**config.mk**
```make
export PLATFORM = sky130hd
export DESIGN_NAME = fir_csd_varcoef_filter_flat
export DESIGN_NICKNAME = d
export VERILOG_FILES = /design/src/rtl/fir_csd_varcoef_filter_if.sv /design/src/rtl/fir_csd_varcoef_filter.sv /design/src/flat_wrapper.sv
export SDC_FILE = /design/constraint.sdc
export NUM_CORES = 2
export LEC_CHECK = 0
export ABC_AREA = 1
export BUFFER_PORTS_ARGS = -buffer_cell sky130_fd_sc_hd__buf_4
export CAP_MARGIN = 25
export CORE_AREA = 2 2 303 185
export CTS_BUF_LIST = sky130_fd_sc_hd__clkbuf_2
export DETAILED_ROUTE_END_ITERATION = 7
export DIE_AREA = 0 0 305 187
export PLACE_DENSITY = 0.75
export RECOVER_POWER = 25
export SETUP_SLACK_MARGIN = 0.5
export SYNTH_ARGS = -nofsm -noshare
export SYNTH_HDL_FRONTEND = slang
export SYNTH_SLANG_ARGS = --single-unit
```
**constraint.sdc**
```tcl
create_clock -name i_clk -period 23.1 [get_ports i_clk]
set_clock_uncertainty 0.1 [all_clocks]
set_input_delay 3.465 -clock i_clk [delete_from_list [all_inputs] [get_ports i_clk]]
set_output_delay 3.465 -clock i_clk [all_outputs]
set_load 0.02 [all_outputs]
```
**src/rtl/fir_csd_varcoef_filter_if.sv**
```systemverilog
// Sample-side bus of the CSD FIR filter: the producer drives the enable and the
// input sample, and the filter returns its delay line, output sample and valid.
interface fir_csd_varcoef_filter_if #(
  parameter int I_WIDTH = 16,
  parameter int O_WIDTH = 24,
  parameter int ORDER   = 17
);
  logic                       i_en;
  logic signed [I_WIDTH-1:0]  i_data;
  logic [ORDER*I_WIDTH-1:0]   o_taps;
  logic signed [O_WIDTH-1:0]  o_data;
  logic                       o_valid;

  // Producer side (upstream CIC stage or testbench)
  modport master (
    output i_en,
    output i_data,
    input  o_taps,
    input  o_data,
    input  o_valid
  );

  // Filter side
  modport slave (
    input  i_en,
    input  i_data,
    output o_taps,
    output o_data,
    output o_valid
  );
endinterface

```
**src/rtl/fir_csd_varcoef_filter.sv**
```systemverilog
// Multiplierless direct-form FIR for the sigma-delta readout chain.
// Each coefficient is recoded into canonical signed digits at elaboration time,
// so every tap product becomes a handful of shifted adds/subtracts of the
// sign-extended tap. The summed accumulator is scaled by an arithmetic right
// shift, saturated to the output width and registered.
module fir_csd_varcoef_filter #(
  parameter int I_WIDTH = 16,
  parameter int O_WIDTH = 24,
  parameter int ORDER   = 17,
  parameter int C_WIDTH = 10,
  parameter int N_SHIFT = 9,
  parameter logic [ORDER*C_WIDTH-1:0] COEFS = {
    10'sd2,  10'sd6,  10'sd12, 10'sd20, 10'sd30, 10'sd41,
    10'sd51, 10'sd58, 10'sd72, 10'sd58, 10'sd51, 10'sd41,
    10'sd30, 10'sd20, 10'sd12, 10'sd6,  10'sd2
  }
) (
  input logic i_clk,
  input logic i_rst,
  fir_csd_varcoef_filter_if.slave bus
);

  // Accumulator wide enough that the sum of all products can never overflow
  localparam int ACC_W = I_WIDTH + C_WIDTH + $clog2(ORDER);
  // A C_WIDTH-bit coefficient needs at most C_WIDTH+1 CSD digit positions
  localparam int N_DIG = C_WIDTH + 1;
  // Width used for the saturation compare: big enough for both sides
  localparam int SAT_W = (ACC_W > O_WIDTH) ? ACC_W : O_WIDTH;
  localparam logic signed [SAT_W-1:0] SAT_MAX =
    {{(SAT_W-O_WIDTH+1){1'b0}}, {(O_WIDTH-1){1'b1}}};
  localparam logic signed [SAT_W-1:0] SAT_MIN = ~SAT_MAX;

  // CSD digit (-1, 0, +1) of 'value' at bit position 'pos'. Scanning from the
  // LSB, an odd remainder ending in ...01 emits +1 and one ending in ...11
  // emits -1, which guarantees no two adjacent nonzero digits.
  function automatic int csd_digit(input int value, input int pos);
    int x;
    int d;
    x = value;
    d = 0;
    for (int i = 0; i <= pos; i++) begin
      if (x[0])
        d = x[1] ? -1 : 1;
      else
        d = 0;
      x = (x - d) >>> 1;
    end
    return d;
  endfunction

  logic signed [I_WIDTH-1:0]      taps [ORDER];
  logic [ORDER*N_DIG*ACC_W-1:0]   terms;
  logic signed [ACC_W-1:0]        acc;
  logic signed [ACC_W-1:0]        scaled;
  logic signed [SAT_W-1:0]        wide;
  logic signed [O_WIDTH-1:0]      sat;
  logic signed [O_WIDTH-1:0]      data_q;
  logic                           valid_q;

  // Delay line: shift in a new sample on every enabled edge, freeze otherwise
  always_ff @(posedge i_clk or posedge i_rst) begin
    if (i_rst) begin
      for (int k = 0; k < ORDER; k++)
        taps[k] <= '0;
    end else if (bus.i_en) begin
      taps[0] <= bus.i_data;
      for (int k = 1; k < ORDER; k++)
        taps[k] <= taps[k-1];
    end
  end

  // Shift-and-add coefficient network; zero digits leave a constant zero term
  for (genvar k = 0; k < ORDER; k++) begin : g_tap
    localparam logic signed [C_WIDTH-1:0] CK = COEFS[k*C_WIDTH +: C_WIDTH];
    logic signed [ACC_W-1:0] ext;

    assign bus.o_taps[k*I_WIDTH +: I_WIDTH] = taps[k];
    assign ext = ACC_W'(taps[k]);

    for (genvar j = 0; j < N_DIG; j++) begin : g_dig
      localparam int D = csd_digit(int'(CK), j);
      if (D == 1) begin : g_pos
        assign terms[(k*N_DIG+j)*ACC_W +: ACC_W] = ext <<< j;
      end else if (D == -1) begin : g_neg
        assign terms[(k*N_DIG+j)*ACC_W +: ACC_W] = -(ext <<< j);
      end else begin : g_zero
        assign terms[(k*N_DIG+j)*ACC_W +: ACC_W] = '0;
      end
    end
  end

  // Sum every partial product into the full-width accumulator
  always_comb begin
    acc = '0;
    for (int i = 0; i < ORDER*N_DIG; i++)
      acc = acc + $signed(terms[i*ACC_W +: ACC_W]);
  end

  // Scale toward minus infinity and clamp into the signed output range
  always_comb begin
    scaled = acc >>> N_SHIFT;
    wide   = SAT_W'(scaled);
    sat    = wide[O_WIDTH-1:0];
    if (wide > SAT_MAX)
      sat = SAT_MAX[O_WIDTH-1:0];
    else if (wide < SAT_MIN)
      sat = SAT_MIN[O_WIDTH-1:0];
  end

  // Output register advances with the delay line; valid echoes the enable
  always_ff @(posedge i_clk or posedge i_rst) begin
    if (i_rst) begin
      data_q  <= '0;
      valid_q <= 1'b0;
    end else begin
      valid_q <= bus.i_en;
      if (bus.i_en)
        data_q <= sat;
    end
  end

  assign bus.o_data  = data_q;
  assign bus.o_valid = valid_q;

endmodule

```
**src/flat_wrapper.sv**
```systemverilog
// flat-port wrapper written by rule: the top's interface ports become plain ports
module fir_csd_varcoef_filter_flat 
#(
  parameter int I_WIDTH = 16,
  parameter int O_WIDTH = 24,
  parameter int ORDER   = 17,
  parameter int C_WIDTH = 10,
  parameter int N_SHIFT = 9,
  parameter logic [ORDER*C_WIDTH-1:0] COEFS = {
    10'sd2,  10'sd6,  10'sd12, 10'sd20, 10'sd30, 10'sd41,
    10'sd51, 10'sd58, 10'sd72, 10'sd58, 10'sd51, 10'sd41,
    10'sd30, 10'sd20, 10'sd12, 10'sd6,  10'sd2
  }
)
  (i_clk, i_rst, bus_i_en, bus_i_data, bus_o_taps, bus_o_data, bus_o_valid);
  fir_csd_varcoef_filter_if #(.I_WIDTH(I_WIDTH), .O_WIDTH(O_WIDTH), .ORDER(ORDER)) bus_i ();
  input logic i_clk;
  input logic i_rst;
  input wire logic [$bits(bus_i.i_en)-1:0] bus_i_en;
  input wire logic [$bits(bus_i.i_data)-1:0] bus_i_data;
  output wire logic [$bits(bus_i.o_taps)-1:0] bus_o_taps;
  output wire logic [$bits(bus_i.o_data)-1:0] bus_o_data;
  output wire logic [$bits(bus_i.o_valid)-1:0] bus_o_valid;
  assign bus_i.i_en = bus_i_en;
  assign bus_i.i_data = bus_i_data;
  assign bus_o_taps = bus_i.o_taps;
  assign bus_o_data = bus_i.o_data;
  assign bus_o_valid = bus_i.o_valid;
  fir_csd_varcoef_filter #(.I_WIDTH(I_WIDTH), .O_WIDTH(O_WIDTH), .ORDER(ORDER), .C_WIDTH(C_WIDTH), .N_SHIFT(N_SHIFT), .COEFS(COEFS)) u_core (.i_clk(i_clk), .i_rst(i_rst), .bus(bus_i));
endmodule
```
After elaboration in Yosys (flattened, before gate mapping). Index checks and enable logic that the tools add are counted.

Register bits: 297. Input port bits: 19. Logic and storage cells: 74. Output and inout port bits: 297.

Multiplexer cells: 2. $lt $le $gt $ge: 2. Add/sub/neg operators: 51.

Operators with widths (number): 31-bit adder (11); 31-bit by 19-bit adder with 31-bit output (5); 31-bit by 22-bit adder with 31-bit output (5); 31-bit by 18-bit adder with 31-bit output (4); 31-bit by 20-bit adder with 31-bit output (4); 31-bit by 21-bit adder with 31-bit output (4); 17-bit negation with 31-bit output (4); 31-bit by 17-bit adder with 31-bit output (3); 31-bit by 16-bit adder with 31-bit output (2); 16-bit negation with 31-bit output (2); 18-bit negation with 31-bit output (2); 19-bit negation with 31-bit output (2); 20-bit negation with 31-bit output (2); 24-bit 2-to-1 mux (2); 17-bit by 31-bit adder with 31-bit output (1); 22-bit by 24-bit > comparator with 1-bit output (second input constant) (1); 22-bit by 24-bit less-than comparator with 1-bit output (second input constant) (1).

Longest topological paths before layout.
Depth in word-level cells: 43. Depth in mapped cells: 29. Depth with buffers taken out: 29.

Least setup slack after synthesis. OpenSTA, ideal clock, no wires.

Path kind: flip-flop to flip-flop. Start: register u_core.taps (netlist bit u_core.bus.o_taps[175]). End: register u_core.data_q[22], in the netlist u_core.bus.o_data[22]. Path buffers: 0. Cell stages (with the launch flop): 24. Library setup time: 0.118 ns. Path slack: 16.660 ns. Arrival time: 6.222 ns. Path through: dfrtp_1 -> inv_1 -> ha_1 -> xor2_1 -> fa_1 -> fa_1 -> fa_1 -> fa_1 -> inv_1 -> fa_1 -> inv_1 -> fa_1 -> inv_1 -> fa_1 -> ha_1 -> inv_2 -> nor3_2 -> nand2_1 -> nor3_2 -> nand2_1 -> nand3_1 -> nand2_1 -> nand2_1 -> nand2_1.

Longest elaborated chain between the ends: 20. Elaborated cells on any way between the ends: 22.

Ends and longest elaborated chain: start, declared (RTL line fir_csd_varcoef_filter.sv:51) `logic signed [I_WIDTH-1:0] taps [ORDER];`; start signal, assigned by index (RTL line fir_csd_varcoef_filter.sv:68) `taps[k] <= taps[k-1];`; 16-bit negation with 31-bit output (RTL line fir_csd_varcoef_filter.sv:85) `assign terms[(k*N_DIG+j)*ACC_W +: ACC_W] = -(ext <<< j);`; 31-bit adder (RTL line fir_csd_varcoef_filter.sv:96) `acc = acc + $signed(terms[i*ACC_W +: ACC_W]);`; 31-bit by 18-bit adder with 31-bit output (RTL line fir_csd_varcoef_filter.sv:96); 31-bit adder (RTL line fir_csd_varcoef_filter.sv:96); 31-bit by 22-bit adder with 31-bit output (*) (RTL line fir_csd_varcoef_filter.sv:96); 31-bit by 16-bit adder with 31-bit output (*) (RTL line fir_csd_varcoef_filter.sv:96); 31-bit by 19-bit adder with 31-bit output (*) (RTL line fir_csd_varcoef_filter.sv:96); 31-bit by 21-bit adder with 31-bit output (*) (RTL line fir_csd_varcoef_filter.sv:96); [... 4 more ...]; 31-bit adder (*) (RTL line fir_csd_varcoef_filter.sv:96); 31-bit by 20-bit adder with 31-bit output (*) (RTL line fir_csd_varcoef_filter.sv:96); 31-bit adder (*) (RTL line fir_csd_varcoef_filter.sv:96); 31-bit by 19-bit adder with 31-bit output (*) (RTL line fir_csd_varcoef_filter.sv:96); 31-bit by 17-bit adder with 31-bit output (*) (RTL line fir_csd_varcoef_filter.sv:96); 22-bit by 24-bit less-than comparator with 1-bit output (RTL line fir_csd_varcoef_filter.sv:106) `else if (wide < SAT_MIN)`; 24-bit 2-to-1 mux (RTL line fir_csd_varcoef_filter.sv:106); 24-bit 2-to-1 mux (*) (RTL line fir_csd_varcoef_filter.sv:104) `if (wide > SAT_MAX)`; end signal, assigned (RTL line fir_csd_varcoef_filter.sv:118) `data_q <= sat;`; end, declared (RTL line fir_csd_varcoef_filter.sv:57) `logic signed [O_WIDTH-1:0] data_q;`.

Every way passes the cells marked *; elsewhere a longest branch is shown, timed or not. A chain may end at the register's enable or synchronous reset.

==> flow_metrics.py <==
metrics = {
    "detailed_routing": {
        "average_routed_wire_per_standard_cell_microns": 22.5,
        "antenna_violating_nets_post_route": 0,
        "initial_detailed_routing_violation_count": 2237,
        "total_via_count_after_detailed_routing": 21000,
        "vias_per_cell": 5.19,
        "post-route-drc-count": 0,
        "drt_pass1_iterations": 6,
        "routed_wl_mm": 90.7,
    },
    "sta": {
        "timing.fmax_ghz": 0.0724,
        "timing_max_transition_violations_final": 592,
        "maxSlewHeadroom": -4.82,
        "rsz_0062_raised_after_global_routing": "false",
        "period_minus_slack_ps": 13810,
        "setup_violations": 0,
        "tcrit_tclk_final": 0.598,
        "finalHoldViolations": 0,
        "setup-tns-final_ps": 0,
        "worst-slew-pin-transition_ps": 8730,
    },
    "run": {
        "max_cap_violations": 5,
    },
    "worst_hold_path": {
        "holdCritPathClass": "reg -> reg",
        "min_from": "u_core.bus.o_data[17]",
        "min_delay_path_depth": 2,
        "hold_path_end": "u_core.bus.o_data[17]",
    },
    "setup_path": {
        "reg2reg_setup_slack_ps": 15780,
        "timing_worst_setup_path_type": "in -> reg",
        "worst_r2r_endpoint": "u_core.bus.o_data[23]",
        "worst-path-max-fanout": 245,
        "r2r_start": "u_core.bus.o_taps[175]",
        "critPathCaptureType": "flip-flop",
        "worstSetupStartpointType": "input pin",
        "setup.worst_path.start": "bus_i_en",
        "worst_path_arrival_time_ps": 14710,
        "cp_data_required_time_ps": 24000,
        "r2r.worst_path.cells": 24,
    },
    "die": {
        "io_pins": 316,
        "die-height_microns": 187,
        "placementRows": 67,
        "core_ar_sq_mm": 0.0547,
        "floorplan.die.width_microns": 305,
        "start_util": 0.542,
        "die_area_sq_mm": 0.0570,
    },
    "cells_and_area": {
        "layout-drive-gt1-share": 0.137,
        "multiInputGateArea_sq_mm": 0.0184,
        "fillerInstances": 4595,
        "area.growth.synth_to_final_pct": 12.5,
        "regArea_sq_mm": 0.00741,
        "fin_nets": 4035,
    },
    "clocking": {
        "ctsResizeCount": 0,
        "tritoncts": "built",
        "cts_clock_pin_slew_for_the_worst_setup_and_hold_paths_ps": 100,
        "max-clock-path-buffers": 3,
        "post_cts_hold_buffer_count": 0,
        "clock_latency_ps": 1190,
        "cts_buffers": 77,
        "cts_max_level": 3,
        "post_cts_buffers": 0,
        "clock_tree.root_cell": "clkbuf_2",
        "tritoncts_num_sinks": 296,
    },
    "global_route": {
        "grt_antenna_before_repair": 3,
        "largest_net_degree_at_the_start_of_global_routing": 246,
        "first_global_vias": 21700,
        "grt.overflow.total": 0,
        "grt_pass1_wl_mm": 138,
        "grtUsageTotal": 0.333,
    },
    "synthesis": {
        "yosysWarningCount": 0,
        "synth_compound_area_frac": 0.0540,
        "post_synth_xor_xnor_area": 0.00295,
        "synthAdderAreaFrac": 0.492,
        "synth_edf_count": 0,
        "share_of_synthesized_cell_area_in_and_or_nand_and_nor_gates": 0.0708,
        "netlist_area_sq_mm": 0.0297,
        "synthMuxAreaShare": 0,
        "async_flop_share": 1.00,
        "post_synth_inst_count": 2926,
        "synth_top_family_by_area": "adder cells",
        "dominantRegCellSynth": "dfrtp_1",
        "ys_ff_latch": 296,
        "synthesis.area_per_instance_sq_um": 10.1,
        "postSynthNetCount": 3700,
        "sequential_cell_area_fraction_in_the_yosys_report": 0.250,
        "yosysUniqueCellTypes": 28,
    },
    "place": {
        "buffer_ports.inserted": 315,
        "hpwlAfterDp_mm": 76.4,
        "gpl.final_weighted_congestion": 0.976,
    },
    "outcome": {
        "failed_checks": "max-capacitance violations, max-slew violations",
        "outcome": "finished, violations left",
    },
}
cell usage in the layout (no fill, tap or decap), drive strengths merged, types with 5 or more instances in the layout:
| cell | n |
|---|---|
| nor3 | 7 |
| nand2 | 440 |
| nand3 | 35 |
| nor2 | 40 |
| clkinv | 22 |
| buf | 317 |
| a21oi | 26 |
| o21ai | 276 |
| nand4 | 5 |
| dfrtp | 296 |
| xor2 | 7 |
| clkinvlp | 5 |
| clkbuf | 107 |
| fa | 685 |
| ha | 70 |
| inv | 955 |
worst max-delay path, cell delays in order:
cell and delay, ps:
clkbuf_1 3180, clkbuf_1 6360, nand2_1 1270, o21ai_0 390
flip-flops by register name (all words and copies together) (netlist names):
name	flops
u_core.bus.o_valid	1
u_core.bus.o_taps	272
u_core.bus.o_data	23
routing by layer:
metal | share of wire | wire, microns | global-route usage
met4 | 0.015 | 1350 | 0.0605
met2 | 0.37 | 33200 | 0.398
met1 | 0.45 | 40600 | 0.534
met5 | 0 | 0 | 0
met3 | 0.17 | 15600 | 0.171
worst max path at each step:
| stage | end | cells past startpoint | slack [ps] |
|---|---|---|---|
| global route | u_core.bus.o_taps[0] | 4 | 8070 |
| floorplan | u_core.bus.o_data[0] | 1 | 11360 |
| finish | u_core.bus.o_taps[0] | 4 | 9290 |
| global placement | u_core.bus.o_data[22] | 23 | 16120 |
| CTS | u_core.bus.o_data[18] | 23 | 15960 |
| detailed placement | u_core.bus.o_data[15] | 23 | 16050 |
cells by family (layout without fill, tap and decap cells):
logic type / Yosys count / count (layout)
xor gates and xnor gates: 10 / 10
buffers and inverters: 1022 / 1408
AOI/OAI and AO/OA: 314 / 314
and+or+nand+nor: 529 / 529
DFF: 296 / 296
other: 0 / 3
adders and majority gates: 755 / 755
cells in the mapped netlist (5+ instances only):
library cell | count | area (sq um)
nand4_1 | 5 | 31.3
nand3_1 | 35 | 175
nand2_2 | 6 | 37.5
clkbuf_1 | 31 | 116
nand2_1 | 434 | 1630
xor2_1 | 7 | 61.3
dfrtp_1 | 296 | 7410
buf_2 | 33 | 165
o21ai_0 | 268 | 1340
nor2_2 | 6 | 37.5
ha_1 | 70 | 876
nor2_1 | 34 | 128
a21oi_1 | 26 | 130
fa_1 | 685 | 13700
o21ai_1 | 8 | 40.0
inv_1 | 952 | 3570
stage by stage:
stage,cells,area [sq um],setup slack (ps),hold WS (ps),util
after floorplan,2926,29700,11360,489,-
after detailed placement,3905,32700,16050,378,0.598
after global routing,4038,33400,8070,428,0.610
after CTS,4035,33400,15960,401,0.610
final,4039,33400,9290,395,0.610
after global placement,3905,32700,16120,372,0.598
layout make-up:
| cell class | instances | area share |
|---|---|---|
| Multi-Input combinational cell | 1608 | 0.550 |
| Sequential cell | 296 | 0.222 |
| Inverter | 956 | 0.108 |
| Timing Repair Buffer | 322 | 0.0721 |
| Tap cell | 724 | 0.0271 |
| Clock buffer | 102 | 0.0153 |
| Clock inverter | 28 | 0.00547 |
| Antenna cell | 3 | 0.000225 |
Power is not shown: default switching activity piles up to over one toggle a cycle in this logic, so the estimate is an artifact.
